**config.mk**
```make
export PLATFORM = sky130hd
export DESIGN_NAME = memory_arbiter
export DESIGN_NICKNAME = d
export VERILOG_FILES = /design/src/rtl/cpu_types_pkg.sv /design/src/rtl/memory_arbiter.sv
export SDC_FILE = /design/constraint.sdc
export NUM_CORES = 1
export LEC_CHECK = 0
export CAP_MARGIN = 25
export CORE_AREA = 2 2 104 106
export DETAILED_ROUTE_END_ITERATION = 10
export DIE_AREA = 0 0 106 108
export PLACE_DENSITY = 0.68
export SYNTH_ARGS = -nofsm -noshare
export SYNTH_HDL_FRONTEND = slang
export SYNTH_SLANG_ARGS = --single-unit
```
**constraint.sdc**
```tcl
create_clock -name CLK -period 3.4 [get_ports CLK]
set_clock_uncertainty 0.15 [all_clocks]
set_input_delay 1.02 -clock CLK [delete_from_list [all_inputs] [get_ports CLK]]
set_output_delay 1.02 -clock CLK [all_outputs]
set_load 0.1 [all_outputs]
```
**src/rtl/cpu_types_pkg.sv**
```systemverilog
// ============================================================================
// Module      : cpu_types_pkg
// Description : Shared CPU/memory types: word, RAM handshake state and the
//               memory arbiter grant state.
// Revision    : 1.0 - initial release
// ============================================================================
`default_nettype none

package cpu_types_pkg;

    typedef logic [31:0] word_t;

    typedef enum logic [1:0] {
        FREE   = 2'd0,
        BUSY   = 2'd1,
        ACCESS = 2'd2,
        ERROR  = 2'd3
    } ramstate_t;

    typedef enum logic [1:0] {
        IDLE  = 2'd0,
        DBUSY = 2'd1,
        IBUSY = 2'd2
    } arb_state_t;

endpackage

`default_nettype wire

```
**src/rtl/memory_arbiter.sv**
```systemverilog
// ============================================================================
// Module      : memory_arbiter
// Description : Serialises the instruction and data ports onto one
//               single-ported RAM, with fetch starvation guard and timeout.
// Revision    : 1.0 - initial release
// ============================================================================
`default_nettype none

module memory_arbiter
    import cpu_types_pkg::*;
#(
    parameter int STARVE_LIMIT = 4,
    parameter int TIMEOUT      = 64
) (
    input  logic        CLK,
    input  logic        nRST,
    input  logic        iREN,
    input  logic [31:0] iaddr,
    output logic        iwait,
    output logic [31:0] iload,
    input  logic        dREN,
    input  logic        dWEN,
    input  logic [31:0] daddr,
    input  logic [31:0] dstore,
    output logic        dwait,
    output logic [31:0] dload,
    output logic        ramREN,
    output logic        ramWEN,
    output logic [31:0] ramaddr,
    output logic [31:0] ramstore,
    input  logic [31:0] ramload,
    input  ramstate_t   ramstate,
    output logic        memerr
);

    localparam logic [3:0] c_starve_limit = 4'(STARVE_LIMIT);
    localparam logic [3:0] c_starve_max   = 4'hF;
    localparam logic [7:0] c_tcnt_last    = 8'(TIMEOUT - 1);

    arb_state_t state_q, state_d;
    logic [3:0] starve_q, starve_d;
    logic [7:0] tcnt_q, tcnt_d;
    logic       memerr_q, memerr_d;
    logic       w_dreq;
    logic       w_greq;

    always_ff @(posedge CLK or negedge nRST) begin
        if (!nRST) begin
            state_q  <= IDLE;
            starve_q <= 4'd0;
            tcnt_q   <= 8'd0;
            memerr_q <= 1'b0;
        end else begin
            state_q  <= state_d;
            starve_q <= starve_d;
            tcnt_q   <= tcnt_d;
            memerr_q <= memerr_d;
        end
    end

    always_comb begin
        state_d  = state_q;
        starve_d = starve_q;
        tcnt_d   = tcnt_q + 8'd1;
        memerr_d = memerr_q;
        w_dreq   = dREN | dWEN;
        w_greq   = 1'b0;
        ramREN   = 1'b0;
        ramWEN   = 1'b0;
        ramaddr  = 32'd0;
        ramstore = 32'd0;
        iwait    = 1'b1;
        dwait    = 1'b1;
        iload    = 32'd0;
        dload    = 32'd0;

        case (state_q)
            IDLE: begin
                tcnt_d = 8'd0;
                if (!iREN) begin
                    starve_d = 4'd0;
                end
                // A fetch only wins when data has had its quota of grants.
                if (w_dreq && ((starve_q < c_starve_limit) || !iREN)) begin
                    state_d = DBUSY;
                end else if (iREN) begin
                    state_d = IBUSY;
                end
            end
            DBUSY: begin
                ramaddr  = daddr;
                ramWEN   = dWEN;
                ramREN   = dREN & ~dWEN;
                ramstore = dstore;
                w_greq   = w_dreq;
                if (w_greq && (ramstate == ACCESS)) begin
                    dwait = 1'b0;
                    dload = ramload;
                    if (iREN && (starve_q != c_starve_max)) begin
                        starve_d = starve_q + 4'd1;
                    end
                end
            end
            IBUSY: begin
                ramaddr = iaddr;
                ramREN  = 1'b1;
                w_greq  = iREN;
                if (w_greq && (ramstate == ACCESS)) begin
                    iwait    = 1'b0;
                    iload    = ramload;
                    starve_d = 4'd0;
                end
            end
            default: begin
                state_d = IDLE;
            end
        endcase

        // Every busy exit returns through IDLE for the turnaround cycle.
        if (state_q != IDLE) begin
            if (!w_greq) begin
                state_d = IDLE;
            end else if (ramstate == ACCESS) begin
                state_d = IDLE;
            end else if (ramstate == ERROR) begin
                memerr_d = 1'b1;
                state_d  = IDLE;
            end else if (tcnt_q == c_tcnt_last) begin
                memerr_d = 1'b1;
                state_d  = IDLE;
            end
        end
    end

    assign memerr = memerr_q;

endmodule

`default_nettype wire
```
==> impl_metrics.tcl, run 1 <==
set metrics [dict create \
    worst_ir_drop_vdd_mv 0.4971 \
    critPathKind "primary input to output port" \
    grt_pass1_wl_mm 18.36 \
    drt_wl_total_mm 12.40 \
    ys_types 32 \
    clock_path_buffers 2 \
    worstPathArrival_ns 2.19 \
    gp_congestion 0.8214 \
    viasPerCell 4.450 \
    path_cells "clkdlybuf4s15_1 > o21ai_2 > nor3_4 > buf_12 > buf_16 > and2_2 > buf_12" \
    fin_ws_ns 0.04184 \
    post-route-period-util_pct 98.77 \
    drt_iter0_markers 124 \
    port_buffers 267 \
    cp-start-kind "primary input" \
    hold_viol_final 0 \
    critPathRequiredTime_ns 2.23 \
    synth-seq-cells 15 \
    maxCapViolations 0 \
    max_freq_ghz 0.2978 \
    core_sq_um 10230 \
    io_pins 268 \
    critPathSlowestCell "nor3_4" \
    drtPass1Iterations 4 \
    wire_per_inst_um 18.42 \
    die_y_um 108 \
    cts_tree "yes" \
    crit_path_end_kind "output port" \
    finalMaxSlewViolations 0 \
    finalPower_mw 4.415 \
    remaining_drc_errors 0 \
    worst_pin_slew_ns 0.6997 \
    syn-cell-area_sq_um 1987 \
    cp_slowest_stage_delay_ns 0.22 \
    fin_nets 679 \
    insertedDiodeCount 0 \
    post-place-ws_ns -0.3016 \
    hold_buffers 0 \
    ys_async_sr_fraction_pct 100.0 \
    nFillCells 782 \
    synth_edf_count 0 \
    seq_area_frac_synth_pct 18.89 \
    cts_sinks 15 \
    grt_max_degree 69 \
    clock-root-buffer "clkbuf_8" \
    relSlewSlack_pct 53.21 \
    postRouteAntennaNets 0 \
    num_rows 37 \
    crit_top_cell "buf_12" \
    synth_nets 413 \
    crit_fanout 16 \
    min_period_ns 3.358 \
    num_vias 2995 \
    numCtsBuffers 3 \
    grt_overflow 0 \
    cts_max_level 1 \
    dp_hpwl_mm 10.19 \
    synth_area_per_cell_sq_um 7.305 \
    clk_pin_slew_ns 0.07 \
    synth_top_flop_cell "dfrtp_1" \
    clock_latency_ns 0.26 \
    initial_utilization_pct 19.42 \
    cellLeakagePower_nw 2.645 \
    status "finished clean" \
    syn_to_final_growth_pct 230.4 \
    hold_path_class "register to register" \
    dieArea_sq_um 11450 \
    fin_tns_setup_ns 0 \
    layout-drive-gt1-share_pct 48.23 \
    die_w_um 106 \
    powerDensity_nw_per_um2 672.5 \
    synthCells 272 \
    grt_pass1_vias 3184 \
    yosysWarnings 0 \
    setup_viol 0 \
    antenna_found_initial 0 \
    grt_use_total_pct 20.77 \
]
## synthesized netlist by cell type (2+ instances only)
cell / n / share of area (%)
nand3_1: 4 / 1.0
nand2_1: 5 / 0.94
nor2_1: 11 / 2.1
a22oi_1: 32 / 12
a21boi_0: 2 / 0.76
xnor2_1: 3 / 1.3
or3_1: 3 / 0.94
mux2i_1: 2 / 1.0
nor2b_1: 33 / 10
inv_1: 7 / 1.3
ha_1: 6 / 3.8
nor3_1: 2 / 0.50
o21ai_0: 8 / 2.0
clkbuf_1: 22 / 4.2
a21oi_1: 4 / 1.0
and2_1: 97 / 31
xor2_1: 2 / 0.88
dfrtp_1: 15 / 19
## repair_timing
item | 4_1_cts | 5_1_grt
pin swaps | 4 | 2
setup endpoints to repair | 67 | 48
resized for setup | 27 | 9
buffers inserted | 1 | 1
gates cloned | 3 | 1
## stage by stage
step / cells / util, % / hold WS (ns) / cell area, sq um
after floorplan: 272 / - / 0.2748 / 2140
after global placement: 663 / 62.08 / 0.2873 / 6351
after detailed placement: 663 / 62.08 / 0.3094 / 6351
after CTS: 671 / 63.87 / 0.3199 / 6535
after global routing: 673 / 64.17 / 0.3366 / 6565
final: 673 / 64.17 / 0.3110 / 6565
## final timing paths
| path | cells after the start | end | startpoint | slack [ns] |
|---|---|---|---|---|
| min | 1 | tcnt_q[0]$_DFF_PN0_ | tcnt_q[0]$_DFF_PN0_ | 0.31 |
| min reg2reg | 1 | tcnt_q[0]$_DFF_PN0_ | tcnt_q[0]$_DFF_PN0_ | 0.31 |
| min in group asynchronous | 1 | tcnt_q[1]$_DFF_PN0_ | nRST | 1.03 |
| max | 7 | dload[15] | dREN | 0.04 |
| max in group asynchronous | 1 | memerr$_DFFE_PN0P_ | nRST | 1.62 |
| max reg2reg | 6 | starve_q[3]$_DFFE_PN0P_ | state_q[0]$_DFF_PN0_ | 1.02 |
## critical path, delay by kind of cell
family / cells / cell delay, ns
buffers and inverters: 4 / 0.68
AND/OR/NAND/NOR: 2 / 0.39
AO/OA/AOI/OAI: 1 / 0.09
## power by group
| part | switching, mW | leakage (nW) | total (mW) | internal (mW) |
|---|---|---|---|---|
| Combinational | 2.56 | 2.42 | 4.02 | 1.47 |
| Sequential | 0.0282 | 0.204 | 0.237 | 0.209 |
| Clock | 0.0723 | 0.0217 | 0.155 | 0.0827 |
## layout by cell type, fill, tap and decap left out, types with 2 or more instances in the layout
cell and instances:
xor2_1 2, mux2i_1 2, dfrtp_1 15, nand3_1 4, a22oi_1 32, and2_1 36
clkbuf_8 3, clkdlybuf4s15_1 2, or3_1 3, buf_4 8, o21ai_0 7, and2_2 47
clkbuf_2 2, inv_1 6, buf_16 3, and2_4 14, nor2b_2 32, xnor2_1 3
clkdlybuf4s50_1 129, buf_12 137, nand2_1 5, a21oi_1 4, ha_1 5, nor2_1 10
## cells by family after synthesis
group / share of synthesized area, %
multiplexers: 1.008
adder cells (fa/ha/maj): 3.778
XOR/XNOR: 2.204
buffers and inverters: 5.479
AO/OA/AOI/OAI: 18.83
AND/OR/NAND/NOR: 49.81
flip-flops: 18.89
## layout make-up
| class | count | area, sq um | share of cell area, % |
|---|---|---|---|
| Tap cell | 136 | 170.2 | 2.592 |
| Inverter | 7 | 26.28 | 0.4002 |
| Multi-Input combinational cell | 228 | 1702 | 25.92 |
| Clock buffer | 3 | 41.29 | 0.6289 |
| Sequential cell | 15 | 375.4 | 5.718 |
| Clock inverter | 1 | 7.507 | 0.1144 |
| Timing Repair Buffer | 283 | 4243 | 64.63 |
## per-layer routing
metal	global-route usage, %	wire length [um]	vias to the layer above
met5	0	0	-
met3	4.461	706	13
met2	40.23	7032	111
met4	4.417	214	0
met1	23.27	4444	1425
li1	-	-	1446
## sequential cells by signal (all words and copies together) (netlist names)
signal,flops
tcnt_q,8
starve_q,4
memerr,1
state_q,2
Note: power is estimated with default switching activity, not from simulation.
==> run 2, diff against run 1 <==
CAP_MARGIN = 10   (was 25)
==> results of run 2 <==
No change in the layout: final DEF, timing and power equal those of run 1.
==> run 3, diff against run 2 <==
SKIP_LAST_GASP = 1   (was not set)
clock period = 3.3 ns   (was 3.4 ns; I/O delays follow)
==> run 3 against run 2 <==
Against the previous run:
- worst hold slack gained 0.0059 ns
- via count grew 3.0%
- global-route usage grew 1.1 points
- flip-flop and latch count is the same
- routed wire length grew 5.4%
- non-clock buffer count grew 4
- final cell count grew 0.59%
- sequential power grew 3%
- design area grew 1.4%
- combinational power grew 4%
- critical path type unchanged
- critical endpoint is now dload[30]
- largest power group unchanged
- highest routed layer is now met5
==> impl_metrics.tcl, run 3 (synthesized netlist as in run 1, its figures left out) <==
set metrics [dict create \
    crit_fanout 8 \
    worstPathArrival_ns 2.10 \
    layout-drive-gt1-share_pct 48.98 \
    fin_ws_ns 0.05696 \
    fin_area_sq_um 6660 \
    grt_pass1_wl_mm 19.12 \
    syn_to_final_growth_pct 235.2 \
    viasPerCell 4.558 \
    nFillCells 774 \
    cp_top_family "buffers and inverters" \
    rr_endpoint "starve_q[3]$_DFFE_PN0P_" \
    grt_overflow 0 \
    finalMaxSlewViolations 0 \
    rsz0062_at_grt "false" \
    port_buffers 267 \
    core_sq_um 10230 \
    fin_tns_setup_ns 0 \
    io_pins 268 \
    num_vias 3086 \
    clock_latency_ns 0.26 \
    place_area_sq_um 6355 \
    insertedDiodeCount 0 \
    multi_input_area_sq_um 1725 \
    dp.cells 663 \
    crit_top_cell "buf_12" \
    grt_pass1_vias 3424 \
    critPathRequiredTime_ns 2.16 \
    cp_slowest_stage_delay_ns 0.19 \
    max_freq_ghz 0.3084 \
    critPathSlowestCell "nor3_4" \
    critPathKind "primary input to output port" \
    r2r_slack_ns 0.92 \
    postRouteAntennaNets 0 \
    min_period_ns 3.243 \
    cts_tree "yes" \
    num_rows 37 \
    hold_path_class "register to register" \
    worstRegToRegCells 6 \
    gp_congestion 0.8679 \
    relSlewSlack_pct 54.82 \
    reg.largest.list "tcnt_q x8, starve_q x4, state_q x2" \
    regMostFlops "tcnt_q" \
    clk_pin_slew_ns 0.07 \
    cellLeakagePower_nw 2.688 \
    drtPass1Iterations 4 \
    hold_depth 1 \
    antenna_found_initial 1 \
    grt_max_degree 69 \
    post-place-ws_ns -0.3302 \
    dp_hpwl_mm 10.38 \
    grt_use_total_pct 21.88 \
    die_y_um 108 \
    regArea_sq_um 375.4 \
    final_cell_mix "buf_12, clkdlybuf4s50_1, and2_1" \
    cts_max_level 1 \
    largest_reg_flops 8 \
    numCtsBuffers 3 \
    cts_sinks 15 \
    drt_iter0_markers 119 \
    post-route-period-util_pct 98.27 \
    setup_viol 0 \
    worst_ir_drop_vdd_mv 0.5503 \
    drt_wl_total_mm 13.07 \
    crit_buf_inv 6 \
    dieArea_sq_um 11450 \
    rr_startpoint "state_q[0]$_DFF_PN0_" \
    cp-start-kind "primary input" \
    wire_per_inst_um 19.31 \
    min_to "tcnt_q[0]$_DFF_PN0_" \
    path_cells "buf_6 > buf_6 > nor3_4 > buf_12 > buf_12 > buf_16 > and2_4 > buf_12" \
    maxCapViolations 0 \
    fin_nets 683 \
    remaining_drc_errors 0 \
    clock_path_buffers 2 \
    min-delay-start "tcnt_q[0]$_DFF_PN0_" \
    clock-root-buffer "clkbuf_8" \
    layout_commonest_cell "buf_12" \
    stdcell_count 677 \
    crit_path_end_kind "output port" \
    status "finished clean" \
    initial_utilization_pct 19.42 \
    crit_start "ramstate[0]" \
    hold_viol_final 0 \
    die_w_um 106 \
    worst_pin_slew_ns 0.6755 \
    powerDensity_nw_per_um2 691.1 \
]
[run 3: changes by cell type in the layout (fill, tap and decap cells not counted)]
cell,previous run,this run
buf_2,0,2
and2_2,47,34
o21ai_2,1,0
buf_16,3,4
o21ai_4,0,1
clkbuf_2,2,1
buf_6,0,2
and2_4,14,27
buf_12,137,139
clkdlybuf4s15_2,1,0
clkdlybuf4s15_1,2,0
buf_4,8,9
[run 3: layer usage]
metal | vias to the layer above | wire length (um) | track usage [%]
li1 | 1458 | - | -
met1 | 1473 | 4489 | 22.80
met2 | 130 | 7338 | 41.98
met3 | 23 | 950 | 7.233
met4 | 2 | 274 | 5.921
met5 | - | 16 | 0
[run 3: power by group]
group / internal, mW / switching (mW)
registers: 0.215 / 0.0288
clock network: 0.0852 / 0.0746
logic: 1.54 / 2.66
[run 3: repair_timing]
item	4_1_cts	5_1_grt
hold endpoints to repair	0	0
hold buffers	0	0
pin swaps	3	2
buffers inserted	5	0
endpoints found under the setup margin	67	43
gates cloned	4	1
resized for setup	54	7
[run 3: cell type report]
type                       count  share of cell area [%]
clock buffer                   3                  0.6200
clock inverter                 1                  0.1127
inverter                       7                  0.3945
multi-input combinational    228                   25.91
sequential                    15                   5.636
tap                          136                   2.555
timing repair buffer         287                   64.78
[run 3: how the worst max path moves through the flow]
| stage | cells past startpoint | slack [ns] | end |
|---|---|---|---|
| after detailed placement | 6 | -0.33 | dload[8] |
| after global placement | 6 | -0.30 | dload[8] |
| after floorplan | 6 | -0.46 | ramREN |
| final | 8 | 0.06 | dload[30] |
| after global routing | 8 | 0.008 | dload[31] |
| after CTS | 8 | 0.001 | dload[16] |
[run 3: stage by stage]
step,total power [mW],hold WS (ns),util [%]
floorplan,2.780,0.2748,-
global placement,4.330,0.2860,62.11
detailed placement,4.368,0.3135,62.11
CTS,4.625,0.3237,64.93
global route,4.749,0.3382,65.10
finish,4.603,0.3169,65.10
